==> config.mk <==
export PLATFORM = sky130hd
export DESIGN_NAME = hand_sensor_decoder
export DESIGN_NICKNAME = d
export VERILOG_FILES = /design/src/rtl/hand_pkg.sv /design/src/rtl/echo_timer.sv /design/src/rtl/hand_sensor_decoder.sv
export SDC_FILE = /design/constraint.sdc
export NUM_CORES = 1
export LEC_CHECK = 0
export ABC_AREA = 1
export CORE_ASPECT_RATIO = 1.1
export CORE_UTILIZATION = 30
export CTS_CLUSTER_SIZE = 10
export DETAILED_ROUTE_END_ITERATION = 8
export GPL_ROUTABILITY_DRIVEN = 0
export MAX_ROUTING_LAYER = met4
export PLACE_DENSITY_LB_ADDON = 0.12
export REMOVE_ABC_BUFFERS = 1
export SKIP_CTS_REPAIR_TIMING = 1
export SLEW_MARGIN = 20
export SYNTH_ARGS = -nofsm -noshare
export SYNTH_HDL_FRONTEND = slang
export SYNTH_HIERARCHICAL = 1
export SYNTH_SLANG_ARGS = --single-unit
export TNS_END_PERCENT = 5
==> constraint.sdc <==
create_clock -name clk -period 3.3 [get_ports clk]
set_clock_uncertainty 0.15 [all_clocks]
set_input_delay 0.33 -clock clk [delete_from_list [all_inputs] [get_ports clk]]
set_output_delay 0.33 -clock clk [all_outputs]
set_load 0.02 [all_outputs]
==> src/rtl/hand_pkg.sv <==
// hand_pkg: shared hand codes, FSM state encodings and counter widths for
// the hand sensor decoder and its echo timers.
package hand_pkg;

  localparam int US_W     = 15;
  localparam int PERIOD_W = 16;

  localparam logic [US_W-1:0] US_MAX = '1;

  localparam logic [1:0] HAND_NONE = 2'b00;
  localparam logic [1:0] HAND_S0   = 2'b01;
  localparam logic [1:0] HAND_BOTH = 2'b11;

  typedef enum logic [1:0] {
    M_IDLE   = 2'd0,
    M_TRIG   = 2'd1,
    M_LISTEN = 2'd2,
    M_DONE   = 2'd3
  } master_state_t;

  typedef enum logic [1:0] {
    C_WAIT_RISE = 2'd0,
    C_HIGH      = 2'd1,
    C_FIN       = 2'd2
  } chan_state_t;

  // Width counters stick at all-ones instead of wrapping back to a near value.
  function automatic logic [US_W-1:0] sat_inc(input logic [US_W-1:0] v);
    return (v == US_MAX) ? v : v + 1'b1;
  endfunction

endpackage

==> src/rtl/echo_timer.sv <==
// echo_timer: one ultrasonic channel. Synchronizes the raw echo line, waits
// for a rising edge while the master is listening, times the echo pulse in
// microseconds and holds a near/far verdict until the master's DONE state.
// With HAND_DIST_OUT_EN defined the measured width is exported as a port.
module echo_timer
  import hand_pkg::*;
#(
  parameter int TIMEOUT_US = 25_000,
  parameter int NEAR_US    = 1_200
) (
  input  logic clk,
  input  logic reset,
  input  logic us_tick,
  input  logic echo,
  input  logic run,
  input  logic done,
  output logic fin,
  output logic near
`ifdef HAND_DIST_OUT_EN
  ,
  output logic [US_W-1:0] width
`endif
);

`ifndef HAND_DIST_OUT_EN
  logic [US_W-1:0] width;
`endif

  localparam logic [US_W-1:0] TIMEOUT_W = US_W'(TIMEOUT_US);
  localparam logic [US_W-1:0] NEAR_W    = US_W'(NEAR_US);

  logic            echo_p0, echo_p1, echo_p2;
  logic            rise;
  logic            result;
  logic [US_W-1:0] wait_cnt;
  logic [US_W-1:0] width_inc;
  chan_state_t     state;

  // Two-flop synchronizer plus one delayed copy for edge detection
  always_ff @(posedge clk) begin
    echo_p0 <= echo;
    echo_p1 <= echo_p0;
    echo_p2 <= echo_p1;
  end

  // An echo already high when listening starts shows no edge here, so it is
  // ignored until it falls and rises again.
  assign rise      = echo_p1 & ~echo_p2;
  assign width_inc = sat_inc(width);
  assign fin       = (state == C_FIN);
  assign near      = fin & result;

  // Channel FSM: wait for rise, time the pulse, hold the verdict
  always_ff @(posedge clk) begin
    if (!reset) begin
      state    <= C_WAIT_RISE;
      wait_cnt <= '0;
      width    <= '0;
      result   <= 1'b0;
    end else if (done) begin
      state    <= C_WAIT_RISE;
      wait_cnt <= '0;
    end else begin
      case (state)
        C_WAIT_RISE: begin
          if (run) begin
            if (rise) begin
              // The tick coinciding with the rise counts, so a pulse of
              // N microseconds synchronous to clk measures exactly N.
              state <= C_HIGH;
              width <= US_W'(us_tick);
            end else if (us_tick) begin
              if (wait_cnt == TIMEOUT_W - 1'b1) begin
                state  <= C_FIN;
                result <= 1'b0;
                width  <= US_MAX;
              end else begin
                wait_cnt <= wait_cnt + 1'b1;
              end
            end
          end
        end
        C_HIGH: begin
          if (!echo_p1) begin
            state  <= C_FIN;
            result <= (width < NEAR_W);
          end else if (us_tick) begin
            width <= width_inc;
            if (width_inc >= TIMEOUT_W) begin
              state  <= C_FIN;
              result <= 1'b0;
            end
          end
        end
        C_FIN: begin
          state <= C_FIN;
        end
        default: state <= C_WAIT_RISE;
      endcase
    end
  end

endmodule

==> src/rtl/hand_sensor_decoder.sv <==
// hand_sensor_decoder: fires two ultrasonic sensors each measurement cycle,
// classifies each echo as near/far and debounces the result into hand[1:0]
// (bit0 = sensor 0 near, bit1 = sensor 1 near).
// Optional macro HAND_DIST_OUT_EN adds dist0/dist1 outputs carrying the last
// measured echo widths in microseconds.
module hand_sensor_decoder
  import hand_pkg::*;
#(
  parameter int CLK_HZ     = 100_000_000,
  parameter int TRIG_US    = 10,
  parameter int PERIOD_US  = 60_000,
  parameter int TIMEOUT_US = 25_000,
  parameter int NEAR_US    = 1_200,
  parameter int STABLE_N   = 3
) (
  input  logic       clk,
  input  logic       reset,
  input  logic [1:0] echo,
  output logic [1:0] trig,
  output logic [1:0] hand,
  output logic       valid
`ifdef HAND_DIST_OUT_EN
  ,
  output logic [14:0] dist0,
  output logic [14:0] dist1
`endif
);

  localparam int DIV   = CLK_HZ / 1_000_000;
  localparam int PRE_W = (DIV > 1) ? $clog2(DIV) : 1;

  localparam logic [PRE_W-1:0]    PRE_LAST    = PRE_W'(DIV - 1);
  localparam logic [PERIOD_W-1:0] PERIOD_LAST = PERIOD_W'(PERIOD_US - 1);
  localparam logic [PERIOD_W-1:0] TRIG_LAST   = PERIOD_W'(TRIG_US - 1);
  localparam logic [PERIOD_W-1:0] LISTEN_LAST = PERIOD_W'(2 * TIMEOUT_US - 1);
  localparam logic [1:0]          STABLE_C    = 2'(STABLE_N);

  logic [PRE_W-1:0]    pre_cnt;
  logic                us_tick;
  logic [PERIOD_W-1:0] cyc_cnt;
  logic                cyc_start;
  logic [PERIOD_W-1:0] step_cnt;
  master_state_t       mstate;
  logic                run, done;
  logic                fin0, fin1, near0, near1;
  logic [1:0]          agree0, agree1;

  // Returns {new hand bit, new agree count} for one measurement.
  function automatic logic [2:0] debounce(input logic cur, input logic meas,
                                          input logic [1:0] cnt);
    logic [1:0] nxt;
    if (meas == cur) return {cur, 2'b00};
    nxt = cnt + 2'd1;
    if (nxt == STABLE_C) return {~cur, 2'b00};
    return {cur, nxt};
  endfunction

  // Microsecond prescaler: one-clk tick every DIV clocks
  always_ff @(posedge clk) begin
    if (!reset) begin
      pre_cnt <= '0;
      us_tick <= 1'b0;
    end else if (pre_cnt == PRE_LAST) begin
      pre_cnt <= '0;
      us_tick <= 1'b1;
    end else begin
      pre_cnt <= pre_cnt + 1'b1;
      us_tick <= 1'b0;
    end
  end

  // Free-running measurement cycle timer, independent of echo behaviour
  always_ff @(posedge clk) begin
    if (!reset) begin
      cyc_cnt <= '0;
    end else if (us_tick) begin
      cyc_cnt <= (cyc_cnt == PERIOD_LAST) ? '0 : cyc_cnt + 1'b1;
    end
  end

  // The tick at cycle position 0 starts a measurement; after reset this is
  // the very first tick.
  assign cyc_start = us_tick && (cyc_cnt == '0);
  assign run       = (mstate == M_LISTEN);
  assign done      = (mstate == M_DONE);

  // Master FSM: trigger, listen, then publish one result per cycle
  always_ff @(posedge clk) begin
    if (!reset) begin
      mstate   <= M_IDLE;
      trig     <= 2'b00;
      valid    <= 1'b0;
      step_cnt <= '0;
    end else begin
      valid <= 1'b0;
      case (mstate)
        M_IDLE: begin
          if (cyc_start) begin
            mstate   <= M_TRIG;
            trig     <= 2'b11;
            step_cnt <= '0;
          end
        end
        M_TRIG: begin
          if (us_tick) begin
            if (step_cnt == TRIG_LAST) begin
              mstate   <= M_LISTEN;
              trig     <= 2'b00;
              step_cnt <= '0;
            end else begin
              step_cnt <= step_cnt + 1'b1;
            end
          end
        end
        M_LISTEN: begin
          if (fin0 && fin1) begin
            mstate <= M_DONE;
          end else if (us_tick) begin
            if (step_cnt == LISTEN_LAST) begin
              mstate <= M_DONE;
            end else begin
              step_cnt <= step_cnt + 1'b1;
            end
          end
        end
        M_DONE: begin
          valid  <= 1'b1;
          mstate <= M_IDLE;
        end
        default: mstate <= M_IDLE;
      endcase
    end
  end

  // Debouncers: a channel that never finished counts as far
  always_ff @(posedge clk) begin
    if (!reset) begin
      hand   <= HAND_NONE;
      agree0 <= 2'b00;
      agree1 <= 2'b00;
    end else if (done) begin
      {hand[0], agree0} <= debounce(hand[0], near0, agree0);
      {hand[1], agree1} <= debounce(hand[1], near1, agree1);
    end
  end

`ifdef HAND_DIST_OUT_EN
  logic [US_W-1:0] width0, width1;

  echo_timer #(.TIMEOUT_US(TIMEOUT_US), .NEAR_US(NEAR_US)) u_ch0 (
    .clk(clk), .reset(reset), .us_tick(us_tick), .echo(echo[0]),
    .run(run), .done(done), .fin(fin0), .near(near0), .width(width0)
  );

  echo_timer #(.TIMEOUT_US(TIMEOUT_US), .NEAR_US(NEAR_US)) u_ch1 (
    .clk(clk), .reset(reset), .us_tick(us_tick), .echo(echo[1]),
    .run(run), .done(done), .fin(fin1), .near(near1), .width(width1)
  );

  // Distance outputs follow the same cadence as valid
  always_ff @(posedge clk) begin
    if (!reset) begin
      dist0 <= '0;
      dist1 <= '0;
    end else if (done) begin
      dist0 <= width0;
      dist1 <= width1;
    end
  end
`else
  echo_timer #(.TIMEOUT_US(TIMEOUT_US), .NEAR_US(NEAR_US)) u_ch0 (
    .clk(clk), .reset(reset), .us_tick(us_tick), .echo(echo[0]),
    .run(run), .done(done), .fin(fin0), .near(near0)
  );

  echo_timer #(.TIMEOUT_US(TIMEOUT_US), .NEAR_US(NEAR_US)) u_ch1 (
    .clk(clk), .reset(reset), .us_tick(us_tick), .echo(echo[1]),
    .run(run), .done(done), .fin(fin1), .near(near1)
  );
`endif

endmodule
Yosys cells after proc, flatten, opt, wreduce, memory -nomap -nowiden. Cells that the tools add are included.

$add $sub $neg: 9. Order comparisons: 4. Equal/unequal tests: 47. Multiplexer cells: 91. Bitwise logic cells: 14. Reduce and logical (&&, ||, !) cells: 27.

Operators by type and width (number): $mux 15 (14); $mux 16 (7); $add 15x1->15 const B (4); $eq 15x15->1 const B (4); $pmux 15 s2 (2); $pmux 16 s3 (1); $mux 2 (23); $add 16x1->16 const B (2); $eq 16x16->1 const B (2); $ge 15x15->1 const B (2); $lt 15x11->1 const B (2); $mux 1 (30); $ne 2x2->1 const B (14); $reduce_and 5->1 (5); $mux 3 (8); $eq 16x4->1 const B (1); $logic_not 16->1 (1); $reduce_and 8->1 (2); $reduce_and 7->1 (2); $eq 2x2->1 const B (6); $ne 3x3->1 const B (4); $pmux 2 s3 (2); $not 1->1 (10); $reduce_bool 2->1 (5); 19 further kinds (39).

Register bits: 123. Input port bits: 4. Output and inout port bits: 5. Logic and storage cells: 217.

Logic depth before layout (Yosys ltp). Gate-level depths: netlist of run 1.

Depth in word-level cells: 11. Gate-level depth with buffers: 16. Depth with buffers taken out: 15.

Hierarchy. The synthesis of run 1 kept the hierarchy.

By module, submodules not included: echo_timer (instances 2, cells an instance 356, area each 2301.0 µm², sequential area each 720.7 µm²); hand_sensor_decoder (instances 1, cells an instance 469, area each 3149.3 µm², sequential area each 1001.0 µm²).

Least setup slack after synthesis of run 1. Ideal clock, no wire load.

Kind: reg2reg. Start: register u_ch0.state[1]. End: register u_ch0.width[10]. Setup time: 0.119 ns. Arrival: 1.701 ns. Required time: 3.031 ns. Slack: 1.330 ns. Cell stages (with the launch flop): 12. Path buffers: 2. Clock period less this slack: 1.970 ns. Path through: dfxtp_1 -> inv_1 -> ha_1 -> buf_4 -> inv_1 -> a21oi_1 -> nand2_1 -> a211oi_1 -> nand2_1 -> a21oi_1 -> buf_4 -> a21oi_1.

Longest elaborated chain between the ends: 3. Elaborated cells on any way between the ends: 10. Those cells by class: eq/ne: 6; mux: 1; reduce/logical: 3.

Ends and longest elaborated chain: start, declared (line echo_timer.sv:37) `chan_state_t state;`; start signal, assigned (line echo_timer.sv:56) `state <= C_WAIT_RISE;`; start signal, assigned (line echo_timer.sv:61) `state <= C_WAIT_RISE;`; start signal, assigned (line echo_timer.sv:70) `state <= C_HIGH;`; $eq 2x1->1 / $logic_not 2->1 (equally long branches) (line echo_timer.sv:64) `case (state)`; $ne 2x1->1 (no line) (tied with other cells); $reduce_and 7->1 (no line); end signal, assigned (line echo_timer.sv:71) `width <= US_W'(us_tick);`; end signal, assigned (line echo_timer.sv:88) `width <= width_inc;`; end, declared (line echo_timer.sv:26) `logic [US_W-1:0] width;`.

Several ways; a longest one is shown, not always the timed one. A chain may end at the register's enable or synchronous reset.

Worst setup path after layout of run 1.
Start: register u_ch0.state[1]. End: register u_ch0.width[12].

The elaborated chain is that of the path after synthesis.

==> results of run 1 <==
Yosys cell counts (8+ instances only):
library cell    n
inv_1         133
inv_2           8
nand2_2        17
a21oi_2        10
nor3_1         33
dfxtp_1       122
nand3_1        88
nand2_1       281
o21ai_0        52
a21oi_1       108
xor2_1         26
xnor2_1         8
nor2_1        125
o21ai_1         8
buf_4           8
nand4_1        39
or2_2           8
ha_1           22
worst reg2reg max path: cells and delay by family, from the launching register on:
kind                     cells  cell delay (ps)
AO/OA/AOI/OAI                4              690
AND/OR/NAND/NOR              2              160
adder cells (fa/ha/maj)      1              580
flip-flops                   1              330
buffers and inverters        3              630
cells by family after synthesis:
kind of cell    count (synthesis)  synth area share
flops                         122             0.315
buf+inv                       176            0.0993
fa+ha+maj                      22            0.0355
simple gates                  623             0.366
compound gates                204             0.145
xor+xnor                       34            0.0384
state kept, by name (all words and copies together) (netlist names), 2 cells and up:
register	flops
u_ch0/wait_cnt	15
agree0	2
cyc_cnt	16
mstate	2
agree1	2
pre_cnt	7
u_ch1/wait_cnt	15
u_ch1/width	15
u_ch1/state	2
u_ch0/width	15
u_ch0/state	2
hand	2
step_cnt	16
metal layers:
metal  global-route usage  vias up  part of all wire
met5                    -        -                 0
met4               0.0486        0             0.011
met3               0.0208       13             0.017
met2                0.273       53              0.48
met1                0.197     3305              0.49
li1                     -     3877                 -
how the worst max path moves through the flow:
stage	endpoint	slack, ps	cells past startpoint
finish	u_ch0/width[12]	680	10
global route	u_ch0/width[9]	410	9
CTS	u_ch0/width[12]	660	10
detailed placement	u_ch0/width[13]	700	10
global placement	u_ch0/width[8]	720	10
floorplan	u_ch0/width[13]	870	9
per-stage QoR:
stage / util / total power, mW / instances / setup slack [ps] / instance area, um^2
global route: 0.341 / 4.96 / 1542 / 413 / 8630
floorplan: - / 2.58 / 1147 / 874 / 7520
CTS: 0.341 / 4.72 / 1542 / 660 / 8630
detailed placement: 0.319 / 2.95 / 1510 / 700 / 8090
global placement: 0.319 / 2.96 / 1510 / 722 / 8090
finish: 0.341 / 4.65 / 1542 / 683 / 8630
power breakdown:
group          internal [mW]  leakage (nW)  switching, mW  total (mW)
logic                  0.362          1.99          0.846        1.21
clock network          0.972         0.255          0.765        1.74
registers               1.58         0.986          0.129        1.70
total                   2.91          3.23           1.74        4.65
final cells by class:
cell class                      count  area (um^2)  share of cell area
Inverter                          142          536              0.0620
Clock inverter                     15          116              0.0135
Sequential cell                   122         2440               0.283
Tap cell                          346          433              0.0501
Timing Repair Buffer               17          143              0.0165
Clock buffer                       17          425              0.0493
Multi-Input combinational cell    883         4540               0.526
==> flow_summary.yaml, run 1 <==
layout:
  n_antenna_cell: 0
  final_common_cell: "nand2_1"
  fillers: 2860
  finalNetCount: 1209
  syn2layout_area_growth_pct: 11.4
  drive_above_1_share: 0.0920
  most-common-layout-cells: "nand2_1 (281), inv_1 (133), nor2_1 (125)"
synthesis:
  synth.avg_cell_area_um2: 6.56
  synth_cell_types: 45
  seq_area_frac_synth: 0.315
  synth-main-ff-cell: "dfxtp_1"
  synth_edf_count: 0
  yosys_warnings: 6
  synthCells: 1181
  yosysTopAreaCell: "dfxtp_1"
  synthArstFlopShare: 0
  syn_area_um2: 7750
  synth_top_area_frac: 0.315
  ys_top_cells_by_area: "dfxtp_1 (32%), nand2_1 (14%), a21oi_1 (7.0%), inv_1 (6.4%), nor2_1 (6.1%)"
  yosys_register_bits: 122
flow_run:
  maxCapViolations: 0
global_route:
  grt_use_total: 0.160
  antenna_found_initial: 0
  grt_max_degree: 24
  grt_overflow_total: 0
  grt_pass1_vias: 6939
  grt_pass1_wl_mm: 33.5
detailed_routing:
  vias_per_cell: 4.70
  wl_per_cell_um: 12.7
  post-route-drc-count: 0
  dr.pass1.iters: 4
  routed_wirelength_mm: 19.6
  vias: 7248
  drt_iter0_markers: 397
  ant_nets: 0
die:
  coreArea_um2: 25300
  rows: 61
  pin_count: 9
  die_w_um: 155
  die_y_um: 171
  die_area_um2: 26500
  initial_core_util: 0.306
setup_path:
  r2r_end: "u_ch0/width[12]"
  r2r_slack_ps: 680
  critical_path.cell_chain: "inv_1 > ha_1 > inv_1 > a21oi_1 > nand2_1 > a211oi_1 > nand2_1 > inv_1 > o21ai_0 > a21oi_1"
  crit_top_cell: "inv_1"
  arrival_ps: 2810
  endpoint_kind: "flop"
  cp_slowest_cell: "ha_1"
  critPathBufInv: 3
  reg2reg_depth: 10
  worstSetupPathType: "flop to flop"
  r2r_start: "u_ch0/state[1]"
  startpoint: "u_ch0/state[1]"
  required_ps: 3500
  crit_fanout: 19
  critPathMaxStageDelay_ps: 580
  cp_top_family: "compound AO/OA/AOI/OAI gates"
  critPathLaunchType: "flop"
sta:
  setup_tns_ps: 0
  report.final.slew_viol_count: 0
  rsz0062_at_grt: "false"
  setup_viol: 0
  hold_ws_ps: 176
  tightest_slew_ps: 994
  slew_headroom: 0.336
  period_needed_ps: 2620
  fin_crit_sh: 0.793
  fmax_ghz: 0.382
  final-hold-violation-count: 0
clock_tree:
  clock_latency_ps: 420
  cts.sinks: 122
  path_clk_slew_ps: 60
  clock_path_buffers: 2
  root_buffer: "clkbuf_16"
  h-tree-depth: 4
  cts_tree: "done"
  cts_buffers: 17
placed_design:
  hpwlAfterDp_mm: 14.1
  portBuffers: 8
pwr:
  p_leak_nw: 3.23
  ir_worst_vdd_mv: 0.283
  power.density_nw_per_um2: 538
hold_path:
  worstHoldStart: "u_ch0/echo_p0"
  hold_path_class: "flop to flop"
  min_to: "u_ch0/echo_p1"
  hold_path_depth: 0
outcome:
  run_status: "finished, final reports clean"
No activity file was read; power rests on OpenSTA's default activity.
==> run 2: changes to the inputs <==
Clock period 3.3 ns to 2.3 ns, I/O delays scaled along.
==> run 2 against run 1 <==
Effect of this change: first-iteration DRC count fell by 21%; worst setup slack got worse by 550 ps; cell count rose by 1.9%; cell area rose by 3.6%; global-route usage rose by 0.23 points; maximum frequency rose by 21%; core utilization rose by 1.2 points; sequential power rose by 43%; via count rose by 1.6%; highest routed layer unchanged.
==> flow_summary.yaml, run 2 (synthesis gave the netlist of run 1 again) <==
setup_path:
  endpoint_kind: "flop"
  worstSetupPathType: "flop to flop"
  r2r_start: "u_ch1/width[1]"
  crit_fanout: 12
  reg2reg_depth: 14
  startpoint: "u_ch1/width[1]"
  arrival_ps: 2320
  r2r_end: "u_ch1/result"
  r2r_slack_ps: 140
  critPathLaunchType: "flop"
  required_ps: 2460
global_route:
  antenna_found_initial: 0
  grt_use_total: 0.163
  grt_max_degree: 25
  grt_pass1_wl_mm: 33.8
  grt_overflow_total: 0
  grt_pass1_vias: 6981
die:
  die_w_um: 155
  die_area_um2: 26500
  initial_core_util: 0.306
  die_y_um: 171
  coreArea_um2: 25300
  rows: 61
  pin_count: 9
pwr:
  total_power_mw: 7.17
  power.density_nw_per_um2: 802
  ir_worst_vdd_mv: 0.435
  p_leak_nw: 3.43
hold_path:
  hold_path_class: "primary input to flop"
  min_to: "agree1[1]"
  worstHoldStart: "reset"
  hold_path_depth: 3
layout:
  utilization: 0.353
  finalNetCount: 1238
  n_antenna_cell: 0
  syn2layout_area_growth_pct: 15.4
  most-common-layout-cells: "nand2_1 (281), inv_1 (133), nor2_1 (125)"
  final_cells: 1571
  largestRegisters: "cyc_cnt (16), step_cnt (16)"
  final_common_cell: "nand2_1"
  drive_above_1_share: 0.116
sta:
  setup_viol: 0
  rsz0062_at_grt: "true"
  final-hold-violation-count: 0
  slew_headroom: 0.721
  hold_ws_ps: 68.9
  tightest_slew_ps: 418
  report.final.slew_viol_count: 0
  fmax_ghz: 0.463
  setup_tns_ps: 0
  period_needed_ps: 2160
  fin_crit_sh: 0.940
clock_tree:
  h-tree-depth: 4
  path_clk_slew_ps: 60
  clock_path_buffers: 2
  root_buffer: "clkbuf_16"
  cts.sinks: 122
  cts_tree: "done"
  cts_buffers: 17
  clock_latency_ps: 410
outcome:
  run_status: "finished, final reports clean"
detailed_routing:
  drt_iter0_markers: 315
  wl_per_cell_um: 12.5
  routed_wirelength_mm: 19.6
  vias: 7367
  vias_per_cell: 4.69
  ant_nets: 0
  post-route-drc-count: 0
  dr.pass1.iters: 5
placed_design:
  dp_cells: 1539
  hpwlAfterDp_mm: 14.4
  portBuffers: 8
flow_run:
  maxCapViolations: 0
[run 2: changes by cell type in the layout (fill, tap and decap cells not counted), moves of 2 or more]
cell	change
buf_4	+29
clkinvlp_4	-2
inv_6	-3
clkinv_4	+2
bufinv_16	+3
[run 2: layout make-up]
type,count,area (um^2)
Timing Repair Buffer,46,360
Inverter,142,536
Multi-Input combinational cell,883,4560
Clock inverter,14,171
Tap cell,346,433
Clock buffer,18,439
Sequential cell,122,2440
Fill cell,2793,16400
[run 2: per-stage QoR]
| stage | area, um^2 | worst slack [ps] |
|---|---|---|
| 2_1_floorplan | 7520 | -126 |
| 3_3_place_gp | 8310 | 151 |
| 3_5_place_dp | 8310 | 149 |
| 4_1_cts | 8920 | 132 |
| 5_1_grt | 8940 | -48.4 |
| 6_report | 8940 | 138 |
[run 2: report_power, final]
part | internal [mW] | switching (mW) | leakage (nW)
registers | 2.26 | 0.168 | 0.987
clock network | 1.74 | 1.04 | 0.293
logic | 0.674 | 1.29 | 2.15
[run 2: worst max-delay path by stage]
stage	end	slack (ps)	depth (start not counted)
5_1_grt	u_ch1/state[0]	-50	14
6_report	u_ch1/result	140	14
2_1_floorplan	u_ch0/width[13]	-130	9
4_1_cts	u_ch1/state[1]	130	14
3_3_place_gp	u_ch1/state[1]	150	13
3_5_place_dp	u_ch1/state[1]	150	14
[run 2: routing by layer]
| metal | GRT usage | vias up | wire, um | share of wire |
|---|---|---|---|---|
| met3 | 0.0286 | 8 | 553 | 0.028 |
| met2 | 0.271 | 84 | 9370 | 0.48 |
| li1 | - | 3929 | - | - |
| met4 | 0.0431 | 0 | 169 | 0.0086 |
| met1 | 0.202 | 3346 | 9530 | 0.49 |
| met5 | - | - | 0 | 0 |
[run 2: critical path, cell delays in order, from the launching register on]
cell	delay (ps)
dfxtp_1	390
ha_1	200
nand2_2	70
nor2_4	160
nand2_2	80
inv_2	60
nand2_2	160
nand2_1	190
nand2_1	70
nor2_1	100
nand3_1	100
nand2_2	130
nand3_1	80
nand2_1	60
nor2_1	40
